==> src/rtl/uart_tx_arbiter.sv <==
// Round-robin arbiter sharing one 8N1 UART TX line among NUM_REQ clients.
// Define UART_TX_PARITY_EN to insert an even-parity bit before the stop bit.
module uart_tx_arbiter #(
   parameter int NUM_REQ = 4,
   parameter int DIV_W   = 16,
   localparam int IDX_W  = $clog2(NUM_REQ)
) (
   input  logic                 clk,
   input  logic                 reset_n,
   input  logic [DIV_W-1:0]     baud_div,
   input  logic [NUM_REQ-1:0]   req,
   input  logic [NUM_REQ*8-1:0] req_data,
   output logic [NUM_REQ-1:0]   grant,
   output logic [IDX_W-1:0]     owner,
   output logic                 busy,
   output logic                 tx
);

`ifdef UART_TX_PARITY_EN
   typedef enum logic [2:0] {
      IDLE, START, DATA, PARITY, STOP
   } state_t;
`else
   typedef enum logic [2:0] {
      IDLE, START, DATA, STOP
   } state_t;
`endif

   state_t           state_q, state_d;
   logic [DIV_W-1:0] tick_q, tick_d;
   logic [DIV_W-1:0] div_q, div_d;
   logic [2:0]       bit_q, bit_d;
   logic [7:0]       shift_q, shift_d;
   logic [IDX_W-1:0] ptr_q, ptr_d;
   logic [IDX_W-1:0] owner_q, owner_d;
`ifdef UART_TX_PARITY_EN
   logic             par_q, par_d;
`endif

   logic             arb_en;
   logic             hi_found, lo_found, found;
   logic [IDX_W-1:0] hi_sel, lo_sel, sel;
   logic [7:0]       sel_byte;
   logic [NUM_REQ-1:0] gnt;
   logic             bit_end;

   // Search above ptr first, then wrap to the low half.
   always_comb begin
      arb_en   = (state_q == IDLE) && reset_n;
      hi_found = 1'b0;
      lo_found = 1'b0;
      hi_sel   = '0;
      lo_sel   = '0;
      for (int i = NUM_REQ - 1; i >= 0; i--) begin
         if (req[i]) begin
            if (IDX_W'(i) > ptr_q) begin
               hi_found = 1'b1;
               hi_sel   = IDX_W'(i);
            end else begin
               lo_found = 1'b1;
               lo_sel   = IDX_W'(i);
            end
         end
      end
      found    = hi_found || lo_found;
      sel      = hi_found ? hi_sel : lo_sel;
      sel_byte = '0;
      gnt      = '0;
      for (int i = 0; i < NUM_REQ; i++) begin
         if (sel == IDX_W'(i)) begin
            sel_byte = req_data[i*8 +: 8];
            gnt[i]   = arb_en && found;
         end
      end
   end

   assign bit_end = (tick_q == div_q);

   always_comb begin
      state_d = state_q;
      tick_d  = '0;
      div_d   = div_q;
      bit_d   = bit_q;
      shift_d = shift_q;
      ptr_d   = ptr_q;
      owner_d = owner_q;
`ifdef UART_TX_PARITY_EN
      par_d   = par_q;
`endif
      if (state_q != IDLE && !bit_end) begin
         tick_d = tick_q + DIV_W'(1);
      end
      unique case (state_q)
         IDLE: begin
            bit_d = '0;
            if (arb_en && found) begin
               shift_d = sel_byte;
               div_d   = baud_div;
               owner_d = sel;
               ptr_d   = sel;
`ifdef UART_TX_PARITY_EN
               par_d   = ^sel_byte;
`endif
               state_d = START;
            end
         end
         START: begin
            if (bit_end) state_d = DATA;
         end
         DATA: begin
            if (bit_end) begin
               shift_d = {1'b0, shift_q[7:1]};
               bit_d   = bit_q + 3'd1;
               if (bit_q == 3'd7) begin
`ifdef UART_TX_PARITY_EN
                  state_d = PARITY;
`else
                  state_d = STOP;
`endif
               end
            end
         end
`ifdef UART_TX_PARITY_EN
         PARITY: begin
            if (bit_end) state_d = STOP;
         end
`endif
         STOP: begin
            if (bit_end) state_d = IDLE;
         end
         default: begin
            state_d = IDLE;
         end
      endcase
   end

   always_ff @(posedge clk or negedge reset_n) begin
      if (!reset_n) begin
         state_q <= IDLE;
         tick_q  <= '0;
         div_q   <= '0;
         bit_q   <= '0;
         shift_q <= '0;
         ptr_q   <= IDX_W'(NUM_REQ - 1);
         owner_q <= '0;
`ifdef UART_TX_PARITY_EN
         par_q   <= 1'b0;
`endif
      end else begin
         state_q <= state_d;
         tick_q  <= tick_d;
         div_q   <= div_d;
         bit_q   <= bit_d;
         shift_q <= shift_d;
         ptr_q   <= ptr_d;
         owner_q <= owner_d;
`ifdef UART_TX_PARITY_EN
         par_q   <= par_d;
`endif
      end
   end

   // Line level decodes straight from state so reset forces idle-high at once.
   always_comb begin
      tx = 1'b1;
      unique case (state_q)
         START:   tx = 1'b0;
         DATA:    tx = shift_q[0];
`ifdef UART_TX_PARITY_EN
         PARITY:  tx = par_q;
`endif
         default: tx = 1'b1;
      endcase
   end

   assign grant = gnt;
   assign owner = owner_q;
   assign busy  = (state_q != IDLE);

endmodule

==> config.mk <==
export PLATFORM = sky130hd
export DESIGN_NAME = uart_tx_arbiter
export DESIGN_NICKNAME = d
export VERILOG_FILES = /design/src/rtl/uart_tx_arbiter.sv
export SDC_FILE = /design/constraint.sdc
export NUM_CORES = 1
export LEC_CHECK = 0
export BUFFER_PORTS_ARGS = -buffer_cell sky130_fd_sc_hd__buf_2
export CORE_UTILIZATION = 40
export CTS_BUF_LIST = sky130_fd_sc_hd__clkbuf_4
export CTS_CLUSTER_DIAMETER = 40
export DETAILED_ROUTE_END_ITERATION = 12
export GPL_TIMING_DRIVEN = 0
export MAX_ROUTING_LAYER = met4
export PLACE_DENSITY = 0.69
export SLEW_MARGIN = 20
export SYNTH_ARGS = -nofsm -noshare
export SYNTH_HDL_FRONTEND = slang
export SYNTH_SLANG_ARGS = --single-unit
==> constraint.sdc <==
create_clock -name clk -period 6.1 [get_ports clk]
set_input_delay 0.61 -clock clk [delete_from_list [all_inputs] [get_ports clk]]
set_output_delay 0.61 -clock clk [all_outputs]
set_load 0.02 [all_outputs]
==> results of run 1 <==
## worst paths after layout
kind                             start    endpoint  slack (ps)  cells past startpoint
setup / recovery              ptr_q[1]    grant[3]        2880                      7
hold / removal                 reset_n   tick_q[4]         160                      1
setup reg to reg              ptr_q[1]  shift_q[4]        3630                      8
hold reg to reg             shift_q[3]  shift_q[3]         500                      2
max in group asynchronous      reset_n    ptr_q[0]        5330                      2
min in group clk           baud_div[7]    div_q[7]         400                      3
## cell families (layout without fill, tap and decap cells)
family / Yosys count / in the layout / share of synthesized area (%)
flops: 49 / 49 / 44.3
simple gates: 142 / 142 / 22.2
buf+inv: 21 / 91 / 3.30
mux: 10 / 10 / 3.84
fa+ha+maj: 7 / 7 / 3.16
compound gates: 54 / 54 / 13.4
xor+xnor: 31 / 31 / 9.80
## per-layer routing
| layer | wire (µm) | share of wire (%) |
|---|---|---|
| met4 | 37 | 0.60 |
| met2 | 2940 | 48 |
| met3 | 292 | 4.8 |
| met5 | 0 | 0 |
| met1 | 2870 | 47 |
## worst max-delay path: stages, from the launching register on
cell	delay (ps)
dfstp_2	550
clkbuf_1	290
nand2_1	90
a221oi_1	560
buf_2	330
nand2_1	130
nor2_1	110
buf_2	170
## Yosys cell counts (4+ instances only)
cell      instances  share of area, %
nand3_1           8               1.4
o21ai_0           8               1.4
a21oi_1          15               2.7
a221oi_1          5               1.6
inv_1             7              0.95
nor4_1            4              0.90
nor2_1           27               3.7
nor2b_1           6               1.4
xor2_1           22               7.0
dfrtp_1          47                42
mux2i_1           5               1.8
xnor2_1           9               2.8
ha_1              7               3.2
and3_1            5               1.1
clkbuf_1         10               1.4
nor3_1            4              0.72
mux2_2            5               2.0
o31ai_1           5               1.4
nand2_1          79                11
## metrics by stage
step | hold slack [ps] | util, % | cells | cell area (µm²) | setup slack [ps]
finish | 158 | 49.8 | 461 | 3250 | 2880
floorplan | 314 | - | 314 | 2770 | 3500
global route | 167 | 49.8 | 461 | 3250 | 2640
detailed placement | 467 | 48.9 | 453 | 3190 | 3140
global placement | 460 | 48.6 | 452 | 3170 | 2730
CTS | 172 | 49.8 | 461 | 3250 | 2900
## layout make-up
cell class	count	area, µm²
fillers	643	3280
clock buffers	6	45.0
clock inverters	2	15.0
flip-flops and latches	49	1230
inverters	8	30.0
well taps	77	96.3
repair buffers	62	325
multi-input cells	244	1450
plain buffers	13	61.3
## sequential cells by signal (all words and copies together), names as in the netlist
register,count
div_q,16
tick_q,16
shift_q,8
bit_q,3
owner,2
ptr_q,2
state_q,2
## power by group
part	internal, mW	leakage (nW)	switching (mW)
registers	0.436	0.631	0.0797
clock network	0.0496	0.0279	0.109
logic	0.249	1.03	0.361
## layout by cell type, fill, tap and decap left out, drive strengths merged, types with 2 or more instances in the layout
| cell | count |
|---|---|
| and2 | 3 |
| a22oi | 2 |
| dfrtp | 47 |
| and3 | 6 |
| a21oi | 15 |
| nor2b | 6 |
| nor4 | 4 |
| a221oi | 5 |
| inv | 7 |
| nor3 | 4 |
| o211ai | 2 |
| o21a | 2 |
| xnor2 | 9 |
| clkbuf | 16 |
| clkinvlp | 2 |
| nand2b | 3 |
| a22o | 3 |
| nand3 | 8 |
| o21ai | 8 |
| o31ai | 5 |
| mux2 | 5 |
| ha | 7 |
| nor2 | 27 |
| buf | 65 |
| nand2 | 79 |
| mux2i | 5 |
| xor2 | 22 |
| a221o | 2 |
| dfstp | 2 |
| a2bb2oi | 3 |
==> metrics.md, run 1 <==
| Metric | Value |
|---|---|
| Status | `finished, final reports clean` |
| Post-cts repair resize count | `0` |
| Min-Delay Path Class | `in -> async` |
| Part of the cycle the worst path needs | `52.8%` |
| IO Count | `62` |
| Yosys cell types | `43` |
| Syn_area_per_cell | `8.83 µm²` |
| Syn Nets | `375` |
| Crit end category | `primary output` |
| Total Wirelength | `6.14 mm` |
| CTS Root Cell | `clkbuf_4` |
| Minimum clock period | `3220 ps` |
| H-tree Lvls | `2` |
| Overall power | `1.28 mW` |
| Met1 Usage GRT | `24.4%` |
| Sequential cell area fraction in the yosys report | `44.3%` |
| Final Max Slew Viols | `0` |
| Die height | `85.2 µm` |
| Synth Flop Type | `dfrtp_1` |
| Max Cap Violations | `0` |
| Number of synthesized flops with an enable pin | `0` |
| CP Data Arrival Time | `2610 ps` |
| Pwr Density | `395 mW/mm²` |
| Post-CTS Setup Bufs | `0` |
| Worst-Margin Slew | `596 ps` |
| Die width | `85.2 µm` |
| Core Region | `0.00653 mm²` |
| Clk slew on worst S/H paths | `150 ps` |
| Total global-route track usage | `18.4%` |
| WS Path Type | `reg -> out` |
| Peak VDD IR | `0.192 mV` |
| Post-route ant nets | `0` |
| DP HPWL | `4.68 mm` |
| Required time worst endpoint | `5490 ps` |
| Layout area overhead | `17.4%` |
| GRT Max-Usage Layer | `met2` |
| Die area | `0.00727 mm²` |
| Port Buf Inserts | `61` |
| Met3 global-route usage | `3.02%` |
| Sum of negative setup slack | `0 ps` |
| Post-Syn Area | `0.00277 mm²` |
| Final hold violations | `0` |
| Largest net degree at the start of global routing | `33` |
| Diode count | `0` |
| Drt wl/cell | `13.3 µm` |
| Nets | `444` |
| Vias after detailed routing | `2,358` |
| First-pass GRT wire length | `10.3 mm` |
| Share of cells above drive strength 1 | `21.9%` |
| CTS tree | `yes` |
| Synthesis Warnings | `0` |
| Skew final | `26.1 ps` |
| Fmax | `0.311 GHz` |
| Initial Util | `42.4%` |
| Clk buf depth | `2` |
| Worst-path maximum fanout | `10` |
| Grt total ovfl | `0` |
| Vias in the first global route | `2,277` |
| RSZ-0062 raised after global routing | `false` |
| Placer Congestion | `0.783` |
| Fraction of registers with async set/reset | `100%` |
| DR iter-0 viols | `88` |
| Antenna violations before repair | `0` |
| Clock sink count | `49` |
| Startpoint types | `register` |
| Clk_lat worst skew | `380 ps` |
| Seq cells post-synth | `49` |
| CTS Buf Count | `5` |
| Grt met2 use | `29.8%` |
| Initial DRT Pass Iterations | `4` |
| Hold-fix buffers, CTS | `0` |
| Leakage | `1.69 nW` |
| Vias per cell | `5.11` |
| Row count | `29` |
| Synthesized instance count | `314` |
| # DRC | `0` |
| Worst slew margin relative to its limit | `60.3%` |
| Final Setup Violations | `0` |
No activity file was read; power rests on OpenSTA's default activity.
==> inputs of run 2 (changes only) <==
- PLACE_DENSITY: 0.69 -> 0.71
- clock period: 6.1 -> 2.7 ns (I/O delays scaled with it)
==> metrics.md, run 2 (same netlist as run 1, synthesis figures left out) <==
| Metric | Value |
|---|---|
| Post-CTS Setup Bufs | `0 (unchanged)` |
| Antenna violations before repair | `0 (unchanged)` |
| Vias after detailed routing | `2,357 (was 2,358)` |
| Fmax | `0.393 GHz` |
| Row count | `29 (unchanged)` |
| Nets | `444 (unchanged)` |
| Pwr Density | `913 mW/mm² (was 395 mW/mm²)` |
| CTS Buf Count | `5 (unchanged)` |
| Share of cells above drive strength 1 | `22.1% (was 21.9%)` |
| Die width | `85.2 µm (unchanged)` |
| H-tree Lvls | `2 (unchanged)` |
| Minimum clock period | `2540 ps` |
| Drt wl/cell | `13.5 µm (was 13.3 µm)` |
| Final Setup Violations | `0 (unchanged)` |
| Clk buf depth | `2 (unchanged)` |
| Sum of negative setup slack | `0 ps (unchanged)` |
| Part of the cycle the worst path needs | `94.2%` |
| Most frequent cells in the layout | `nand2_1, buf_2, dfrtp_1, nor2_1, xor2_1 (unchanged)` |
| Required time worst endpoint | `2430 ps (was 5490 ps)` |
| Leakage | `1.71 nW (was 1.69 nW)` |
| Clk_lat worst skew | `380 ps (about the same)` |
| CP delay by family, top | `compound AO/OA/AOI/OAI gates (was buffers and inverters)` |
| First-pass GRT wire length | `10.4 mm (was 10.3 mm)` |
| Worst slew margin relative to its limit | `67.8% (was 60.3%)` |
| Worst-path maximum fanout | `10 (unchanged)` |
| Total Wirelength | `6.20 mm (was 6.14 mm)` |
| Worst path cell trace | `nor2b_1 -> o21ai_0 -> a221oi_2 -> buf_2 -> nand2_1 -> nor2_1 -> buf_2 (was clkbuf_1 -> nand2_1 -> a221oi_1 -> buf_2 -> nand2_1 -> nor2_1 -> buf_2)` |
| Most frequent CP cell | `buf_2` |
| Largest registers | `div_q x16, tick_q x16, shift_q x8 (unchanged)` |
| Final hold violations | `0 (unchanged)` |
| Core Region | `0.00653 mm² (unchanged)` |
| Pre-CTS setup slack | `30.7 ps (was 3140 ps)` |
| Grt total ovfl | `0 (unchanged)` |
| Slowest Stage Delay on Critical Path | `430 ps (was 560 ps)` |
| RSZ-0062 raised after global routing | `false (unchanged)` |
| CP Buf/Inv Count | `2 (was 3)` |
| Clk slew on worst S/H paths | `150 ps (about the same)` |
| Initial DRT Pass Iterations | `4 (unchanged)` |
| Min-Delay Path Class | `in -> reg (was in -> async)` |
| CP Data Arrival Time | `2270 ps (was 2610 ps)` |
| CTS tree | `yes (unchanged)` |
| Commonest non-fill, non-tap cell in the layout | `nand2_1 (unchanged)` |
| Post-route ant nets | `0 (unchanged)` |
| Final Max Slew Viols | `0 (unchanged)` |
| Post-route design area | `0.00330 mm² (was 0.00325 mm²)` |
| Layout area overhead | `19.1% (was 17.4%)` |
| Placer Congestion | `0.824 (was 0.783)` |
| Total global-route track usage | `18.8% (was 18.4%)` |
| DR iter-0 viols | `102 (was 88)` |
| DP HPWL | `4.68 mm (about the same)` |
| Status | `finished, final reports clean (unchanged)` |
| Setup ws final | `157 ps (was 2880 ps)` |
| Crit end category | `primary output (unchanged)` |
| Worst-Margin Slew | `482 ps (was 596 ps)` |
| WS Path Type | `reg -> out (unchanged)` |
| Port Buf Inserts | `61 (unchanged)` |
| Peak VDD IR | `0.635 mV (was 0.192 mV)` |
| Placed inst area | `0.00317 mm² (was 0.00319 mm²)` |
| Vias in the first global route | `2,274 (was 2,277)` |
| Skew final | `13.4 ps (was 26.1 ps)` |
| Crit-path slowest cell | `a221oi_2 (was a221oi_1)` |
| Vias per cell | `5.11 (about the same)` |
| Die area | `0.00727 mm² (unchanged)` |
| CTS Root Cell | `clkbuf_4 (unchanged)` |
| Largest net degree at the start of global routing | `52 (was 33)` |
| Die height | `85.2 µm (unchanged)` |
| Clock sink count | `49 (unchanged)` |
| Max Cap Violations | `0 (unchanged)` |
| Initial Util | `42.4% (unchanged)` |
| # DRC | `0 (unchanged)` |
| Startpoint types | `register (unchanged)` |
| Diode count | `0 (unchanged)` |
| FF-to-FF setup slack | `230 ps (was 3630 ps)` |
| Hold Slack | `69.9 ps (was 158 ps)` |
| IO Count | `62 (unchanged)` |
## run 2: cell type report
type	count	area, µm²
fillers	633	3230
plain buffers	12	57.6
well taps	77	96.3
clock inverters	2	38.8
multi-input cells	244	1460
clock buffers	6	45.0
repair buffers	63	345
inverters	8	30.0
flip-flops and latches	49	1230
## run 2: final timing paths
| kind | from | cells past startpoint | to |
|---|---|---|---|
| max | ptr_q[0] | 7 | grant[3] |
| min reg2reg | owner[1] | 2 | owner[1] |
| min in group asynchronous | reset_n | 2 | ptr_q[1] |
| max reg2reg | tick_q[3] | 6 | shift_q[6] |
| max in group asynchronous | reset_n | 3 | bit_q[0] |
| min | baud_div[7] | 3 | div_q[7] |
## run 2: metal layers
| layer | global-route usage (%) | up-vias | wire, µm |
|---|---|---|---|
| li1 | - | 1200 | - |
| met1 | 23.7 | 1087 | 2850 |
| met2 | 31.7 | 62 | 3040 |
| met3 | 3.02 | 8 | 246 |
| met4 | 4.62 | 0 | 68 |
| met5 | - | - | 0 |
## run 2: timing repair
action / in CTS / in global routing
gates resized for setup: 1 / 1
hold buffers: 0 / 2
hold endpoints to repair: 0 / 47
setup endpoints to repair: 3 / 2
pin swaps: 0 / 1
## run 2: report_power, final
group	internal [mW]	switching, mW	leakage [nW]
logic	0.567	0.810	1.04
registers	0.986	0.204	0.631
clock network	0.207	0.237	0.0459
total	1.76	1.25	1.71
## run 2: per-stage QoR
stage,util (%),power [mW],cells
4_1_cts,49.9,3.04,459
2_1_floorplan,-,2.18,314
3_3_place_gp,48.6,2.54,452
3_5_place_dp,48.6,2.58,452
5_1_grt,50.5,3.27,461
6_report,50.5,3.01,461
## run 2: worst reg2reg max path, cell delays in order (launching register included)
cell and delay, ps:
dfrtp_1 460, xor2_1 190, nor4_1 450, nand4_2 300
a211o_1 460, buf_6 180, a221o_1 340
==> inputs of run 3 (changes only) <==
- CORE_UTILIZATION: 40 -> 45
- MAX_ROUTING_LAYER: met4 -> default
- PLACE_DENSITY: 0.71 -> 0.78
==> metrics.md, run 3 (same netlist as run 1, synthesis figures left out) <==
| Metric | Value |
|---|---|
| Status | `finished, final reports clean (unchanged)` |
| Comb power frac | `47.3% (was 45.7%)` |
| Placer Congestion | `0.824 (about the same)` |
| H-tree Lvls | `2 (unchanged)` |
| Max Cap Violations | `0 (unchanged)` |
| Clock sink count | `49 (unchanged)` |
| Initial DRT Pass Iterations | `4 (unchanged)` |
| CTS Root Cell | `clkbuf_4 (unchanged)` |
| Startpoint types | `register (unchanged)` |
| CTS tree | `yes (unchanged)` |
| Minimum clock period | `2530 ps (was 2540 ps)` |
| Peak VDD IR | `0.726 mV (was 0.635 mV)` |
| Final hold violations | `0 (unchanged)` |
| Worst slew margin relative to its limit | `67.2% (was 67.8%)` |
| Critical path destination | `grant[0] (was grant[3])` |
| Skew final | `16.7 ps (was 13.4 ps)` |
| Total Wirelength | `6.22 mm (was 6.20 mm)` |
| Leakage | `1.70 nW (was 1.71 nW)` |
| Commonest non-fill, non-tap cell in the layout | `nand2_1 (unchanged)` |
| Switch share | `42.9% (was 41.5%)` |
| Placed inst area | `0.00317 mm² (about the same)` |
| Worst-Margin Slew | `492 ps (was 482 ps)` |
| # DRC | `0 (unchanged)` |
| Vias per cell | `5.31 (was 5.11)` |
| RSZ-0062 raised after global routing | `false (unchanged)` |
| Min-Delay Path Class | `in -> reg (unchanged)` |
| CP Data Arrival Time | `2260 ps (was 2270 ps)` |
| FF-to-FF End | `shift_q[6] (unchanged)` |
| Worst Reg-to-Reg Cells | `6 (unchanged)` |
| Initial Util | `46.8% (was 42.4%)` |
| IO Count | `62 (unchanged)` |
| Post-route ant nets | `0 (unchanged)` |
| Total global-route track usage | `20.7% (was 18.8%)` |
| Int Pwr | `1.67 mW (was 1.76 mW)` |
| Largest registers | `div_q x16, tick_q x16, shift_q x8 (unchanged)` |
| Clk pwr share | `12.1% (was 14.8%)` |
| Antenna violations before repair | `0 (unchanged)` |
| Clk_lat worst skew | `370 ps (was 380 ps)` |
| Sum of negative setup slack | `0 ps (unchanged)` |
| Worst-path maximum fanout | `10 (unchanged)` |
| Reg-to-Reg Start | `tick_q[3] (unchanged)` |
| Most frequent cells in the layout | `nand2_1, buf_2, dfrtp_1, nor2_1, xor2_1 (unchanged)` |
| Drt wl/cell | `13.5 µm (about the same)` |
| Share of cells above drive strength 1 | `22.4% (was 22.1%)` |
| Fmax | `0.395 GHz (was 0.393 GHz)` |
| Grt total ovfl | `0 (unchanged)` |
| Nets | `444 (unchanged)` |
| Part of the cycle the worst path needs | `93.9% (was 94.2%)` |
| Crit end category | `primary output (unchanged)` |
| WS Path Type | `reg -> out (unchanged)` |
| CTS Buf Count | `5 (unchanged)` |
| Row count | `28 (was 29)` |
| First-pass GRT wire length | `10.3 mm (was 10.4 mm)` |
| Final Max Slew Viols | `0 (unchanged)` |
| DP HPWL | `4.63 mm (was 4.68 mm)` |
| Vias in the first global route | `2,267 (was 2,274)` |
| Final Non-Filler Cells | `459 (was 461)` |
| DR iter-0 viols | `166 (was 102)` |
| Critical path origin | `ptr_q[1] (was ptr_q[0])` |
| Placed cells | `450 (was 452)` |
| Required time worst endpoint | `2430 ps (about the same)` |
| Die height | `80.5 µm (was 85.2 µm)` |
| Clk buf depth | `2 (unchanged)` |
| Port Buf Inserts | `61 (unchanged)` |
| Die width | `80.5 µm (was 85.2 µm)` |
| Post-route design area | `0.00327 mm² (was 0.00330 mm²)` |
| Largest net degree at the start of global routing | `52 (unchanged)` |
| Sw Pwr | `1.25 mW (about the same)` |
| Pwr Density | `891 mW/mm² (was 913 mW/mm²)` |
| Core Region | `0.00592 mm² (was 0.00653 mm²)` |
| Clk slew on worst S/H paths | `150 ps (about the same)` |
| Hold Slack | `75.0 ps (was 69.9 ps)` |
| Final Setup Violations | `0 (unchanged)` |
| Vias after detailed routing | `2,439 (was 2,357)` |
| FF-to-FF setup slack | `230 ps (about the same)` |
| Layout area overhead | `18.1% (was 19.1%)` |
| Sequential share of power | `40.6% (was 39.5%)` |
| Die area | `0.00648 mm² (was 0.00727 mm²)` |
| Post-CTS Setup Bufs | `0 (unchanged)` |
| Diode count | `0 (unchanged)` |
-- run 3: cell types whose count changed in the layout (fill, tap and decap cells not counted), sizes merged --
cell / delta
bufinv: -1
clkinvlp: +2
clkbuf: +1
clkinv: -1
buf: -1
-- run 3: worst max-delay path: stages, from the launching register on --
cell      delay, ps
dfstp_2         650
mux2i_1         200
o22ai_1         110
or2_2           300
clkbuf_1        210
nor3_1          230
buf_2           200
-- run 3: worst min-delay path by stage --
| stage | cells after the start | endpoint | slack, ps | start |
|---|---|---|---|---|
| final | 3 | div_q[7] | 80 | baud_div[7] |
| after global routing | 3 | div_q[13] | 60 | baud_div[13] |
| after CTS | 3 | div_q[13] | 60 | baud_div[13] |
| after detailed placement | 3 | div_q[13] | 460 | baud_div[13] |
| after global placement | 2 | shift_q[3] | 460 | shift_q[3] |
| after floorplan | 0 | bit_q[0] | -30 | reset_n |
-- run 3: metal layers --
layer	vias to the layer above	wire [µm]	track usage [%]	part of all wire [%]
li1	1208	-	-	-
met1	1151	2790	27.5	45
met2	70	3100	33.6	50
met3	10	250	3.07	4.0
met4	0	85	8.21	1.4
met5	-	0	0	0
-- run 3: cell type report --
cell class	instances	area, µm²
Buffer	12	58.8
Clock buffer	6	45.0
Clock inverter	2	15.0
Fill cell	551	2650
Inverter	8	30.0
Multi-Input combinational cell	244	1460
Sequential cell	49	1230
Tap cell	75	93.8
Timing Repair Buffer	63	345
-- run 3: power by group through the flow --
| stage | Combinational (mW) | Clock (mW) | Sequential (mW) |
|---|---|---|---|
| 2_1_floorplan | 1.03 | 0 | 1.16 |
| 3_5_place_dp | 1.39 | 0 | 1.19 |
| 6_report | 1.38 | 0.353 | 1.18 |
| 4_1_cts | 1.38 | 0.364 | 1.19 |
| 3_3_place_gp | 1.35 | 0 | 1.18 |
| 5_1_grt | 1.55 | 0.390 | 1.22 |
-- run 3: what timing repair did --
action / in CTS / in global routing
endpoints found under the hold margin: 0 / 47
gates cloned: 0 / 0
hold buffers: 0 / 2
setup endpoints to repair: 3 / 1
resized for setup: 1 / 2
-- run 3: stage by stage --
stage / utilization, % / setup slack, ps / power (mW)
finish: 55.3 / 166 / 2.92
global route: 55.3 / 24.3 / 3.16
CTS: 54.6 / 32.4 / 2.93
detailed placement: 53.6 / 48.1 / 2.57
global placement: 53.6 / 52.5 / 2.53
floorplan: - / 440 / 2.18
